File: src/rtl/acc_pkg.sv
// Shared defaults, datapath widths and FSM encoding for the accumulator job scheduler.
package acc_pkg;

    localparam int IFM_BIT_DEF = 8;
    localparam int W_BIT_DEF   = 8;
    localparam int K_DEF       = 3;
    localparam int IN_CH_DEF   = 512;
    localparam int MAX_DIM_DEF = 64;
    localparam int TIMEOUT_DEF = 100;

    function automatic int acc_sum_width(input int ifm_bit, input int w_bit,
                                         input int k, input int in_ch);
        return ifm_bit + w_bit + $clog2(k * k * in_ch);
    endfunction

    localparam int BIT_PE  = IFM_BIT_DEF + W_BIT_DEF + $clog2(K_DEF * IN_CH_DEF);
    localparam int BIT_ACC = acc_sum_width(IFM_BIT_DEF, W_BIT_DEF, K_DEF, IN_CH_DEF);

    typedef enum logic [2:0] {
        IDLE      = 3'd0,
        PE_RUN    = 3'd1,
        ACC_ISSUE = 3'd2,
        ACC_WAIT  = 3'd3,
        DRAIN     = 3'd4,
        FIN       = 3'd5
    } acc_state_e;

endpackage

File: src/rtl/acc_out_buffer.sv
// One-entry valid/ready output register holding an accumulator sum and its last-pixel flag.
module acc_out_buffer
    import acc_pkg::*;
#(
    parameter int W = BIT_ACC
) (
    input  logic         clk,
    input  logic         rst_n,
    input  logic         i_load,
    input  logic         i_last,
    input  logic [W-1:0] i_data,
    input  logic         i_flush,
    input  logic         i_ready,
    output logic         o_valid,
    output logic [W-1:0] o_data,
    output logic         o_last,
    output logic         o_free
);

    logic         r_valid;
    logic [W-1:0] r_data;
    logic         r_last;

    always_ff @(posedge clk or negedge rst_n) begin
        if (!rst_n) begin
            r_valid <= 1'b0;
            r_data  <= '0;
            r_last  <= 1'b0;
        end else begin
            if (i_flush) begin
                r_valid <= 1'b0;
            end else if (i_load) begin
                r_valid <= 1'b1;
            end else if (i_ready) begin
                r_valid <= 1'b0;
            end
            if (i_load) begin
                r_data <= i_data;
                r_last <= i_last;
            end
        end
    end

    // Free when empty or when the current entry leaves this cycle.
    assign o_free  = !r_valid || i_ready;
    assign o_valid = r_valid;
    assign o_data  = r_data;
    assign o_last  = r_last;

endmodule

File: src/rtl/acc_scheduler.sv
// Job-level scheduler: walks the out_h x out_w pixel grid, sequencing the PE array and
// accumulator per pixel and buffering each sum behind a valid/ready handshake.
//
// state     | meaning
// IDLE      | waiting for start, cfg latched on accept
// PE_RUN    | PE array computing the current pixel, watchdog running
// ACC_ISSUE | PE result ready, waiting for a free output buffer to pulse the accumulator
// ACC_WAIT  | waiting for the accumulator sum, watchdog running
// DRAIN     | final sum buffered, waiting for downstream to take it
// FIN       | one-cycle done pulse, then back to IDLE
module acc_scheduler
    import acc_pkg::*;
#(
    parameter int IFM_BIT  = IFM_BIT_DEF,
    parameter int W_BIT    = W_BIT_DEF,
    parameter int K        = K_DEF,
    parameter int IN_CH    = IN_CH_DEF,
    parameter int MAX_DIM  = MAX_DIM_DEF,
    parameter int TIMEOUT  = TIMEOUT_DEF,
    localparam int ACC_W   = acc_sum_width(IFM_BIT, W_BIT, K, IN_CH),
    localparam int DIM_W   = $clog2(MAX_DIM + 1),
    localparam int POS_W   = $clog2(MAX_DIM)
) (
    input  logic             clk,
    input  logic             rst_n,
    input  logic             start,
    input  logic [DIM_W-1:0] cfg_out_w,
    input  logic [DIM_W-1:0] cfg_out_h,
    output logic             busy,
    output logic             done,
    output logic             err_timeout,
    output logic             pe_start,
    output logic [POS_W-1:0] pe_row,
    output logic [POS_W-1:0] pe_col,
    input  logic             pe_done,
    output logic             acc_in_valid,
    input  logic             acc_out_valid,
    input  logic [ACC_W-1:0] acc_result,
    output logic             out_valid,
    input  logic             out_ready,
    output logic [ACC_W-1:0] out_data,
    output logic             out_last
);

    localparam int               WD_W    = $clog2(TIMEOUT + 1);
    localparam logic [WD_W-1:0]  WD_LOAD = WD_W'(TIMEOUT - 1);
    localparam logic [WD_W-1:0]  WD_ONE  = WD_W'(1);
    localparam logic [DIM_W-1:0] DIM_ONE = DIM_W'(1);
    localparam logic [POS_W-1:0] POS_ONE = POS_W'(1);

    acc_state_e       r_state;
    acc_state_e       w_state_nxt;
    logic [DIM_W-1:0] r_cfg_w;
    logic [DIM_W-1:0] r_cfg_h;
    logic [POS_W-1:0] r_row;
    logic [POS_W-1:0] r_col;
    logic [WD_W-1:0]  r_wdog;
    logic             r_busy;
    logic             r_done;
    logic             r_err;
    logic             r_pe_start;

    logic w_accept;
    logic w_pe_kick;
    logic w_wd_load;
    logic w_timeout;
    logic w_capture;
    logic w_acc_in_valid;
    logic w_free;
    logic w_col_last;
    logic w_last_px;
    logic w_wd_expire;
    logic w_wd_run;

    assign w_col_last  = (DIM_W'(r_col) == (r_cfg_w - DIM_ONE));
    assign w_last_px   = w_col_last && (DIM_W'(r_row) == (r_cfg_h - DIM_ONE));
    assign w_wd_expire = (r_wdog == '0);
    assign w_wd_run    = (r_state == PE_RUN) || (r_state == ACC_WAIT);

    always_comb begin
        w_state_nxt    = r_state;
        w_accept       = 1'b0;
        w_pe_kick      = 1'b0;
        w_wd_load      = 1'b0;
        w_timeout      = 1'b0;
        w_capture      = 1'b0;
        w_acc_in_valid = 1'b0;
        case (r_state)
            IDLE: begin
                if (start) begin
                    w_accept = 1'b1;
                    if ((cfg_out_w == '0) || (cfg_out_h == '0)) begin
                        w_state_nxt = FIN;
                    end else begin
                        w_state_nxt = PE_RUN;
                        w_pe_kick   = 1'b1;
                        w_wd_load   = 1'b1;
                    end
                end
            end
            PE_RUN: begin
                if (pe_done) begin
                    w_state_nxt = ACC_ISSUE;
                end else if (w_wd_expire) begin
                    w_timeout   = 1'b1;
                    w_state_nxt = FIN;
                end
            end
            ACC_ISSUE: begin
                if (w_free) begin
                    w_acc_in_valid = 1'b1;
                    w_wd_load      = 1'b1;
                    w_state_nxt    = ACC_WAIT;
                end
            end
            ACC_WAIT: begin
                if (acc_out_valid) begin
                    w_capture = 1'b1;
                    if (w_last_px) begin
                        w_state_nxt = DRAIN;
                    end else begin
                        w_state_nxt = PE_RUN;
                        w_pe_kick   = 1'b1;
                        w_wd_load   = 1'b1;
                    end
                end else if (w_wd_expire) begin
                    w_timeout   = 1'b1;
                    w_state_nxt = FIN;
                end
            end
            DRAIN: begin
                if (out_valid && out_ready) begin
                    w_state_nxt = FIN;
                end
            end
            FIN: begin
                w_state_nxt = IDLE;
            end
            default: begin
                w_state_nxt = IDLE;
            end
        endcase
    end

    always_ff @(posedge clk or negedge rst_n) begin
        if (!rst_n) begin
            r_state    <= IDLE;
            r_cfg_w    <= '0;
            r_cfg_h    <= '0;
            r_row      <= '0;
            r_col      <= '0;
            r_wdog     <= '0;
            r_busy     <= 1'b0;
            r_done     <= 1'b0;
            r_err      <= 1'b0;
            r_pe_start <= 1'b0;
        end else begin
            r_state    <= w_state_nxt;
            r_pe_start <= w_pe_kick;
            r_done     <= (w_state_nxt == FIN);

            if (w_accept) begin
                r_cfg_w <= cfg_out_w;
                r_cfg_h <= cfg_out_h;
                r_err   <= 1'b0;
                r_busy  <= 1'b1;
            end else if (r_state == FIN) begin
                r_busy <= 1'b0;
            end

            if (w_timeout) begin
                r_err <= 1'b1;
            end

            if (w_wd_load) begin
                r_wdog <= WD_LOAD;
            end else if (w_wd_run && !w_wd_expire) begin
                r_wdog <= r_wdog - WD_ONE;
            end

            // Pixel position advances on each captured sum; it rests at 0 after the last one.
            if (w_accept || (w_capture && w_last_px)) begin
                r_row <= '0;
                r_col <= '0;
            end else if (w_capture) begin
                if (w_col_last) begin
                    r_col <= '0;
                    r_row <= r_row + POS_ONE;
                end else begin
                    r_col <= r_col + POS_ONE;
                end
            end
        end
    end

    acc_out_buffer #(
        .W (ACC_W)
    ) u_out_buf (
        .clk     (clk),
        .rst_n   (rst_n),
        .i_load  (w_capture),
        .i_last  (w_last_px),
        .i_data  (acc_result),
        .i_flush (w_timeout),
        .i_ready (out_ready),
        .o_valid (out_valid),
        .o_data  (out_data),
        .o_last  (out_last),
        .o_free  (w_free)
    );

    assign busy         = r_busy;
    assign done         = r_done;
    assign err_timeout  = r_err;
    assign pe_start     = r_pe_start;
    assign pe_row       = r_row;
    assign pe_col       = r_col;
    assign acc_in_valid = w_acc_in_valid;

endmodule

File: config.mk
export PLATFORM = sky130hd
export DESIGN_NAME = acc_scheduler
export DESIGN_NICKNAME = d
export VERILOG_FILES = /design/src/rtl/acc_pkg.sv /design/src/rtl/acc_out_buffer.sv /design/src/rtl/acc_scheduler.sv
export SDC_FILE = /design/constraint.sdc
export NUM_CORES = 1
export LEC_CHECK = 0
export BUFFER_PORTS_ARGS = -buffer_cell sky130_fd_sc_hd__buf_2
export CAP_MARGIN = 25
export CORE_MARGIN = 3
export CORE_UTILIZATION = 54
export CTS_BUF_LIST = sky130_fd_sc_hd__clkbuf_2 sky130_fd_sc_hd__clkbuf_4 sky130_fd_sc_hd__clkbuf_8
export DETAILED_ROUTE_END_ITERATION = 6
export HOLD_SLACK_MARGIN = 0.06
export PLACE_DENSITY = 0.88
export SLEW_MARGIN = 20
export SYNTH_ARGS = -nofsm -noshare
export SYNTH_HDL_FRONTEND = slang
export SYNTH_SLANG_ARGS = --single-unit
File: constraint.sdc
create_clock -name clk -period 3.13 [get_ports clk]
set_input_delay 0.7825 -clock clk [delete_from_list [all_inputs] [get_ports clk]]
set_output_delay 0.7825 -clock clk [all_outputs]
set_load 0.02 [all_outputs]
==> flow_metrics.py, run 1 <==
metrics = {
    "run_status": {
        "run_status": "complete, no violations",
    },
    "clock_network": {
        "clockRootBuffer": "clkbuf_8",
        "cts_hold_buf": 0,
        "cts_resized": 0,
        "insertion_delay_ns": 0.35,
        "htree_num_levels": 3,
        "cts_tree": "built",
        "cts_made_buffers": 9,
        "clkTransAtPathRegs_ns": 0.08,
        "clk_path_buf_depth": 2,
        "cts_setup_buffers": 0,
        "clock_sinks": 71,
    },
    "synthesis": {
        "synth_xor_area_frac": 0.0522,
        "syn_nets": 452,
        "async_reset_ff_frac": 1.00,
        "yosys_most_used_dff": "dfrtp_1",
        "synthMuxAreaShare": 0.00284,
        "syn-instance-count": 398,
        "synth_area_mm2": 0.00352,
        "yosysSeqAreaShare": 0.504,
        "ys_warn_count": 0,
        "synth_edf_count": 0,
        "synth_top_family_by_area": "simple AND/OR/NAND/NOR gates",
        "synth_area_per_cell_um2": 8.86,
        "yosys.area_share.simple": 0.299,
        "synth_compound_area_frac": 0.0916,
        "synth_fa_ha_area_frac": 0.0177,
        "ys_seq_elements": 71,
        "synth.distinct_cells": 51,
    },
    "drt": {
        "drt-met1-wl_um": 3550,
        "ant_nets": 0,
        "wl_per_cell_um": 14.5,
        "first_pass_iters": 4,
        "highest_layer": "met4",
        "drt_iter0_drc": 111,
        "wl_met2_um": 4200,
        "finalWirelength_um": 8340,
        "dr_total_vias": 3119,
        "viasPerCell": 5.44,
        "routed-wl-met3_um": 523,
        "drc": 0,
    },
    "grt": {
        "grt_pass1_vias": 3172,
        "grt_usage": 0.232,
        "grt_pass1_wl_um": 13800,
        "grt_overflow": 0,
        "antenna_found_initial": 0,
        "grt_max_degree": 45,
    },
    "floorplan": {
        "die_y_um": 86.8,
        "coreArea_mm2": 0.00613,
        "fp.dieW_um": 86.8,
        "io_pins": 97,
        "die-area_mm2": 0.00753,
        "start_util": 0.575,
        "rows": 28,
    },
    "timing": {
        "hold_viol": 0,
        "finalSetupViolations": 0,
        "tightestPinTransition_ns": 0.660,
        "drv_slew": 0,
        "finClkSkew_ns": 0.0152,
        "min_period_over_period": 0.807,
        "fmax_mhz": 396,
        "slew_headroom": 0.559,
        "rsz0062_at_grt": "no",
        "fin_ws_ns": 0.604,
        "setup_tns_ns": 0,
        "period_minus_slack_ns": 2.53,
    },
    "final_layout": {
        "diodes": 0,
        "layout_commonest_cell": "nand2_1",
        "final_cell_mix": "nand2_1 (135), buf_2 (96), dfrtp_1 (71), nor2_1 (21), o21ai_0 (15)",
        "final_nets": 547,
        "drive_above_1_share": 0.255,
        "area_delta_synth_final_pct": 21.7,
        "nFillCells": 486,
        "fin_area_mm2": 0.00429,
    },
    "worst_setup_path": {
        "crit_required_ns": 3.36,
        "critPathBufInv": 2,
        "crit_path_max_incr_delay_ns": 0.47,
        "worstPathCellList": "inv_1 > ha_1 > o21bai_1 > a2111oi_1 > a21oi_1 > a211oi_2 > buf_4 > and2_2 > nor3_1",
        "critPathLaunchType": "flop",
        "cp_data_arrival_time_ns": 2.76,
        "worstPathMaxFanout": 13,
        "cp-end-kind": "flop",
        "crit_type": "flop to flop",
        "crit_slowest_cell": "a2111oi_1",
        "crit_family": "compound AO/OA/AOI/OAI gates",
    },
    "job": {
        "maxCapViolCount": 0,
    },
    "placement": {
        "placed_cell_area_mm2": 0.00407,
        "pre_cts_ws_ns": 0.640,
        "gp_congestion": 0.865,
        "port_buffers": 96,
        "hpwl_um": 6190,
    },
    "power": {
        "finalPower_mw": 3.97,
        "power_density_mw_per_mm2": 927,
        "irDropWorstVdd_uv": 533,
        "p_leak_nw": 2.31,
    },
    "hold_path": {
        "hold_class": "input port to asynchronous set/reset pin",
    },
}
[report_power, final]
group	total, mW	internal (mW)	switching (mW)
Clock	0.769	0.385	0.384
Sequential	1.58	1.26	0.326
Combinational	1.62	0.632	0.991
Total	3.97	2.27	1.70
[sequential cells by signal (all words and copies together), names as in the netlist]
signal	flops
r_state	3
done	1
r_wdog	7
u_out_buf.o_valid	1
u_out_buf.o_data	29
r_cfg_w	7
busy	1
err_timeout	1
r_cfg_h	7
pe_start	1
pe_row	6
pe_col	6
u_out_buf.o_last	1
[worst reg2reg max path: stages, from the launching register on]
cell and delay [ns]:
dfrtp_1 0.46, inv_1 0.09, ha_1 0.29, o21bai_1 0.19
a2111oi_1 0.47, a21oi_1 0.14, a211oi_2 0.24, buf_4 0.21
and2_2 0.25, nor3_1 0.08
[cells by family (layout without fill, tap and decap cells)]
kind of cell | count (synthesis) | in the layout
and+or+nand+nor | 227 | 227
DFF | 71 | 71
adders and majority gates | 5 | 5
buffers and inverters | 26 | 126
AOI/OAI and AO/OA | 47 | 47
xor gates and xnor gates | 21 | 21
muxes | 1 | 1
[layout make-up]
cell class              count  area [um2]  area share
clock buffers               9         124      0.0289
inverters                   9        33.8     0.00788
flip-flops and latches     71        1780       0.414
repair buffers            101         531       0.124
well taps                  75        93.8      0.0219
clock inverters             7        91.3      0.0213
multi-input cells         301        1640       0.382
[layer usage]
| layer | GRT usage | vias up |
|---|---|---|
| met2 | 0.400 | 109 |
| met5 | 0 | - |
| met1 | 0.279 | 1489 |
| met3 | 0.0751 | 6 |
| li1 | - | 1515 |
| met4 | 0.0609 | 0 |
[cell usage after synthesis (all sizes together) (4+ instances only)]
cell    instances  share of area
buf             5          0.011
xnor2           9          0.022
nand3          10          0.014
nand2b          7          0.012
or3             5         0.0089
and3           11          0.020
nand3b          4         0.0085
nand2         135           0.14
xor2           12          0.030
ha              5          0.018
nor4            6          0.016
nor2           23          0.026
nor3            7         0.0099
clkbuf         12          0.013
nor2b           5         0.0089
a21oi           7         0.0099
inv             9         0.0096
dfrtp          71           0.50
o21ai          16          0.023
[metrics by stage]
| stage | util | hold WS (ns) | std cells |
|---|---|---|---|
| 2_1_floorplan | - | 0.464 | 398 |
| 3_3_place_gp | 0.664 | 0.454 | 557 |
| 3_5_place_dp | 0.664 | 0.457 | 557 |
| 4_1_cts | 0.699 | 0.470 | 573 |
| 5_1_grt | 0.699 | 0.478 | 573 |
| 6_report | 0.699 | 0.455 | 573 |
[path summary, 6_finish.rpt]
check / slack [ns] / cells past startpoint / startpoint / endpoint
setup / recovery: 0.60 / 9 / r_cfg_w[0] / pe_row[2]
hold / removal: 0.46 / 1 / rst_n / r_cfg_h[1]
setup reg to reg: 0.60 / 9 / r_cfg_w[0] / pe_row[2]
hold reg to reg: 0.47 / 1 / err_timeout / err_timeout
max in group asynchronous: 2.02 / 2 / rst_n / u_out_buf.o_data[17]
min in group clk: 0.47 / 1 / err_timeout / err_timeout
Note: power is estimated with default switching activity, not from simulation.
==> run 2: changes to the inputs <==
--- a/config.mk
+++ b/config.mk
@@ -5,14 +5,15 @@
 export SDC_FILE = /design/constraint.sdc
 export NUM_CORES = 1
 export LEC_CHECK = 0
+export ABC_AREA = 1
 export BUFFER_PORTS_ARGS = -buffer_cell sky130_fd_sc_hd__buf_2
 export CAP_MARGIN = 25
 export CORE_MARGIN = 3
-export CORE_UTILIZATION = 54
+export CORE_UTILIZATION = 49
 export CTS_BUF_LIST = sky130_fd_sc_hd__clkbuf_2 sky130_fd_sc_hd__clkbuf_4 sky130_fd_sc_hd__clkbuf_8
 export DETAILED_ROUTE_END_ITERATION = 6
 export HOLD_SLACK_MARGIN = 0.06
-export PLACE_DENSITY = 0.88
+export PLACE_DENSITY = 0.84
 export SLEW_MARGIN = 20
 export SYNTH_ARGS = -nofsm -noshare
 export SYNTH_HDL_FRONTEND = slang
==> constraint.sdc (replaced) <==
create_clock -name clk -period 2.31 [get_ports clk]
set_input_delay 0.5775 -clock clk [delete_from_list [all_inputs] [get_ports clk]]
set_output_delay 0.5775 -clock clk [all_outputs]
set_load 0.02 [all_outputs]
==> flow_metrics.py, run 2 <==
metrics = {
    "synthesis": {
        "synth_edf_count": 0,
        "synth_compound_area_frac": 0.0334,
        "synth.distinct_cells": 29,
        "synth_fa_ha_area_frac": 0.0170,
        "synth_area_mm2": 0.00367,
        "yosysTopAreaCell": "dfrtp_1",
        "yosysSeqAreaShare": 0.484,
        "yosys.area_share.simple": 0.364,
        "post-synth-top-count-cell": "nand2_1",
        "syn_nets": 540,
        "synth_top_family_by_area": "simple AND/OR/NAND/NOR gates",
        "ys_seq_elements": 71,
        "syn-instance-count": 486,
        "async_reset_ff_frac": 1.00,
        "ys_warn_count": 0,
        "synth_xor_area_frac": 0.0334,
        "yosys.area.top_type_share": 0.484,
        "synthMuxAreaShare": 0,
        "synthTopCellsByArea": "dfrtp_1 (48%), nand2_1 (21%), inv_1 (5.2%)",
        "yosys-top-cells-count": "nand2_1 (202), dfrtp_1 (71), inv_1 (51)",
        "synth_area_per_cell_um2": 7.56,
        "yosys_most_used_dff": "dfrtp_1",
    },
    "drt": {
        "ant_nets": 0,
        "first_pass_iters": 4,
        "viasPerCell": 4.85,
        "dr_total_vias": 3344,
        "wl_per_cell_um": 12.0,
        "drc": 0,
        "finalWirelength_um": 8250,
        "drt_iter0_drc": 95,
    },
    "worst_setup_path": {
        "cp-end-kind": "output port",
        "rr_worst_depth": 13,
        "regToRegEndpoint": "r_wdog[1]",
        "rrSetupSlack_ns": 0.25,
        "critPathLaunchType": "flop",
        "cp_data_arrival_time_ns": 1.53,
        "crit_required_ns": 1.73,
        "worstPathMaxFanout": 4,
        "timing.rr.start": "r_cfg_w[0]",
        "crit_type": "flop to output port",
    },
    "floorplan": {
        "die-area_mm2": 0.00857,
        "io_pins": 97,
        "coreArea_mm2": 0.00702,
        "die_y_um": 92.6,
        "start_util": 0.523,
        "rows": 30,
        "fp.dieW_um": 92.6,
    },
    "clock_network": {
        "clk_path_buf_depth": 2,
        "clock_sinks": 71,
        "cts_tree": "built",
        "cts_resized": 0,
        "clkTransAtPathRegs_ns": 0.08,
        "cts_made_buffers": 9,
        "clockRootBuffer": "clkbuf_8",
        "htree_num_levels": 3,
        "cts_hold_buf": 0,
        "insertion_delay_ns": 0.35,
        "cts_setup_buffers": 0,
    },
    "placement": {
        "gp_congestion": 0.903,
        "hpwl_um": 6130,
        "port_buffers": 96,
    },
    "final_layout": {
        "area_delta_synth_final_pct": 22.7,
        "layout_commonest_cell": "nand2_1",
        "drive_above_1_share": 0.238,
        "postLayoutCoreUtil": 0.642,
        "largest_reg_flops": 29,
        "final_cell_mix": "nand2_1 (202), buf_2 (96), dfrtp_1 (71), inv_1 (51), nor2_1 (46)",
        "diodes": 0,
        "final_nets": 642,
    },
    "timing": {
        "fmax_mhz": 473,
        "finClkSkew_ns": 0.00715,
        "drv_slew": 0,
        "min_period_over_period": 0.914,
        "hold_viol": 0,
        "tightestPinTransition_ns": 0.372,
        "period_minus_slack_ns": 2.11,
        "finalSetupViolations": 0,
        "slew_headroom": 0.749,
        "rsz0062_at_grt": "no",
        "setup_tns_ns": 0,
    },
    "grt": {
        "grt_usage": 0.211,
        "grt_max_degree": 72,
        "grt_overflow": 0,
        "antenna_found_initial": 0,
        "grt_pass1_vias": 3282,
        "grt_pass1_wl_um": 14500,
    },
    "job": {
        "maxCapViolCount": 0,
    },
    "power": {
        "p_leak_nw": 2.55,
        "irDropWorstVdd_uv": 753,
        "power_density_mw_per_mm2": 1340,
        "finalPower_mw": 6.05,
    },
    "run_status": {
        "run_status": "complete, no violations",
    },
    "hold_path": {
        "hold_class": "input port to asynchronous set/reset pin",
    },
}
run 2: cell types whose count changed in the layout (fill, tap and decap cells not counted), sizes merged, moves of 6 or more:
cell,change
nand2,+73
nor2,+30
and3,-11
inv,+47
xnor2,-6
nand2b,-7
nor4,-6
nand3,+15
run 2: critical path, cell delays in order (launching register included):
cell and delay [ns]:
dfrtp_1 0.43, inv_1 0.10, nand3_1 0.09, nor2_1 0.31
buf_2 0.25
run 2: area by class of cell:
class / count / area [um2]
clock buffers: 10 / 131
clock inverters: 6 / 93.8
fillers: 615 / 2510
inverters: 58 / 218
multi-input cells: 348 / 1640
flip-flops and latches: 71 / 1780
well taps: 96 / 120
repair buffers: 100 / 523
run 2: how the worst max path moves through the flow:
stage	start	slack [ns]	endpoint
after floorplan	r_cfg_w[0]	0.52	r_wdog[0]
after global placement	cfg_out_h[5]	0.36	r_wdog[0]
after detailed placement	r_cfg_w[0]	0.24	r_wdog[1]
after CTS	r_state[2]	0.18	acc_in_valid
after global routing	r_cfg_w[0]	0.007	r_wdog[1]
final	r_state[2]	0.20	acc_in_valid
run 2: per-stage QoR:
stage | area (um2) | hold WS, ns | std cells | setup WS, ns
finish | 4510 | 0.232 | 689 | 0.198
global route | 4510 | 0.268 | 689 | 0.00664
CTS | 4510 | 0.242 | 689 | 0.178
detailed placement | 4280 | 0.456 | 673 | 0.236
global placement | 4280 | 0.451 | 673 | 0.355
floorplan | 3670 | 0.282 | 486 | 0.521
run 2: logic make-up (layout without fill, tap and decap cells):
logic type,count (synthesis),after routing
DFF,71,71
and+or+nand+nor,305,305
buffers and inverters,67,174
AOI/OAI and AO/OA,24,24
xor gates and xnor gates,14,14
adders and majority gates,5,5
run 2: power breakdown:
group / internal (mW) / total (mW) / switching (mW)
sequential: 1.75 / 2.17 / 0.425
combinational: 0.965 / 2.76 / 1.79
clock: 0.627 / 1.12 / 0.495
total: 3.34 / 6.05 / 2.71
run 2: per-layer routing:
metal  GRT usage  share of wire  up-vias
met5           0              0        -
met4      0.0792          0.019        0
li1            -              -     1688
met3      0.0601          0.076       16
met1       0.252           0.42     1543
met2       0.360           0.48       97
==> run 3: changes to the inputs <==
--- a/config.mk
+++ b/config.mk
@@ -5,7 +5,6 @@
 export SDC_FILE = /design/constraint.sdc
 export NUM_CORES = 1
 export LEC_CHECK = 0
-export ABC_AREA = 1
 export BUFFER_PORTS_ARGS = -buffer_cell sky130_fd_sc_hd__buf_2
 export CAP_MARGIN = 25
 export CORE_MARGIN = 3
==> flow_metrics.py, run 3 (synthesis results as in run 1) <==
metrics = {
    "power": {
        "combPwrFrac": 0.428,
        "clkPwrFrac": 0.170,
        "internal-power_mw": 3.01,
        "switching_share": 0.433,
        "switchingPower_mw": 2.30,
        "power_density_mw_per_mm2": 1220,
        "p_seq_frac": 0.402,
        "irDropWorstVdd_uv": 568,
        "p_leak_nw": 2.32,
    },
    "timing": {
        "slew_headroom": 0.754,
        "tightestPinTransition_ns": 0.367,
        "fmax_mhz": 453,
        "hold_viol": 0,
        "finClkSkew_ns": 0.0125,
        "drv_slew": 0,
        "rsz0062_at_grt": "no",
        "finalSetupViolations": 0,
        "period_minus_slack_ns": 2.21,
        "setup_tns_ns": 0,
        "min_period_over_period": 0.955,
    },
    "grt": {
        "grt_pass1_vias": 3106,
        "grt_usage": 0.215,
        "grt_overflow": 0,
        "grt_pass1_wl_um": 14400,
        "antenna_found_initial": 0,
        "grt_max_degree": 46,
    },
    "final_layout": {
        "final_cell_mix": "nand2_1 (135), buf_2 (96), dfrtp_1 (71), nor2_1 (21), o21ai_0 (15)",
        "postLayoutCoreUtil": 0.632,
        "drive_above_1_share": 0.270,
        "layout_commonest_cell": "nand2_1",
        "largest_reg_flops": 29,
        "final_nets": 552,
        "area_delta_synth_final_pct": 23.2,
        "diodes": 0,
        "nFillCells": 587,
    },
    "clock_network": {
        "clkTransAtPathRegs_ns": 0.08,
        "insertion_delay_ns": 0.35,
        "htree_num_levels": 3,
        "cts_hold_buf": 0,
        "clk_path_buf_depth": 2,
        "clock_sinks": 71,
        "cts_made_buffers": 9,
        "cts_resized": 0,
        "clockRootBuffer": "clkbuf_8",
        "cts_tree": "built",
        "cts_setup_buffers": 0,
    },
    "floorplan": {
        "fp.dieW_um": 90.8,
        "rows": 30,
        "start_util": 0.513,
        "io_pins": 97,
        "die_y_um": 90.8,
        "coreArea_mm2": 0.00687,
        "die-area_mm2": 0.00825,
    },
    "worst_setup_path": {
        "cp.depth": 4,
        "rrSetupSlack_ns": 0.20,
        "regToRegEndpoint": "pe_row[2]",
        "crit_type": "flop to output port",
        "crit_path_max_incr_delay_ns": 0.49,
        "crit_required_ns": 1.73,
        "cp-end-kind": "output port",
        "critPathLaunchType": "flop",
        "timing.rr.start": "r_cfg_w[0]",
        "critPathLaunch": "r_state[2]",
        "worstPathCellList": "nand2b_1 > or3_1 > inv_1 > buf_2",
        "rr_worst_depth": 9,
        "crit_family": "simple AND/OR/NAND/NOR gates",
        "crit_slowest_cell": "dfrtp_1",
        "critPathBufInv": 2,
        "cp_data_arrival_time_ns": 1.63,
        "worstPathMaxFanout": 10,
    },
    "run_status": {
        "run_status": "complete, no violations",
    },
    "drt": {
        "dr_total_vias": 3110,
        "drt_iter0_drc": 122,
        "drc": 0,
        "wl_per_cell_um": 13.9,
        "finalWirelength_um": 8350,
        "viasPerCell": 5.19,
        "first_pass_iters": 4,
        "ant_nets": 0,
    },
    "job": {
        "maxCapViolCount": 0,
    },
    "hold_path": {
        "hold_class": "input port to asynchronous set/reset pin",
    },
    "placement": {
        "port_buffers": 96,
        "hpwl_um": 6230,
        "gp_congestion": 0.902,
    },
}
==> run 3: how the worst max path moves through the flow <==
stage	slack, ns	endpoint
floorplan	0.08	pe_row[5]
global placement	0.14	pe_row[2]
detailed placement	0.07	pe_row[2]
CTS	0.06	pe_row[2]
global route	0.008	pe_row[5]
finish	0.10	acc_in_valid
==> run 3: final cells by class <==
class | count | area [um2] | share of cell area
Multi-Input combinational cell | 301 | 1650 | 0.381
Sequential cell | 71 | 1780 | 0.409
Tap cell | 96 | 120 | 0.0277
Clock buffer | 9 | 124 | 0.0285
Clock inverter | 7 | 55.1 | 0.0127
Inverter | 9 | 33.8 | 0.00778
Timing Repair Buffer | 106 | 581 | 0.134
==> run 3: layer usage <==
layer	vias up	share of wire	GRT usage
met2	109	0.50	0.358
met5	-	0	0
li1	1517	-	-
met4	0	0.0085	0.0641
met3	7	0.077	0.0733
met1	1477	0.42	0.265
==> run 3: power groups by stage <==
stage                     Clock, mW  Combinational [mW]  Sequential, mW
after global routing          0.990                2.57            2.20
after global placement            0                2.16            2.13
after CTS                     0.940                2.26            2.13
final                         0.903                2.28            2.14
after detailed placement          0                2.26            2.13
after floorplan                   0                1.31            2.36
==> run 3: metrics by stage <==
step	cells	area, um2	hold WS (ns)	power (mW)	worst slack [ns]
finish	599	4340	0.211	5.32	0.103
global route	599	4340	0.205	5.75	0.00836
CTS	599	4330	0.194	5.33	0.0610
detailed placement	583	4150	0.458	4.39	0.0661
global placement	583	4150	0.453	4.29	0.143
floorplan	398	3520	0.282	3.67	0.0768
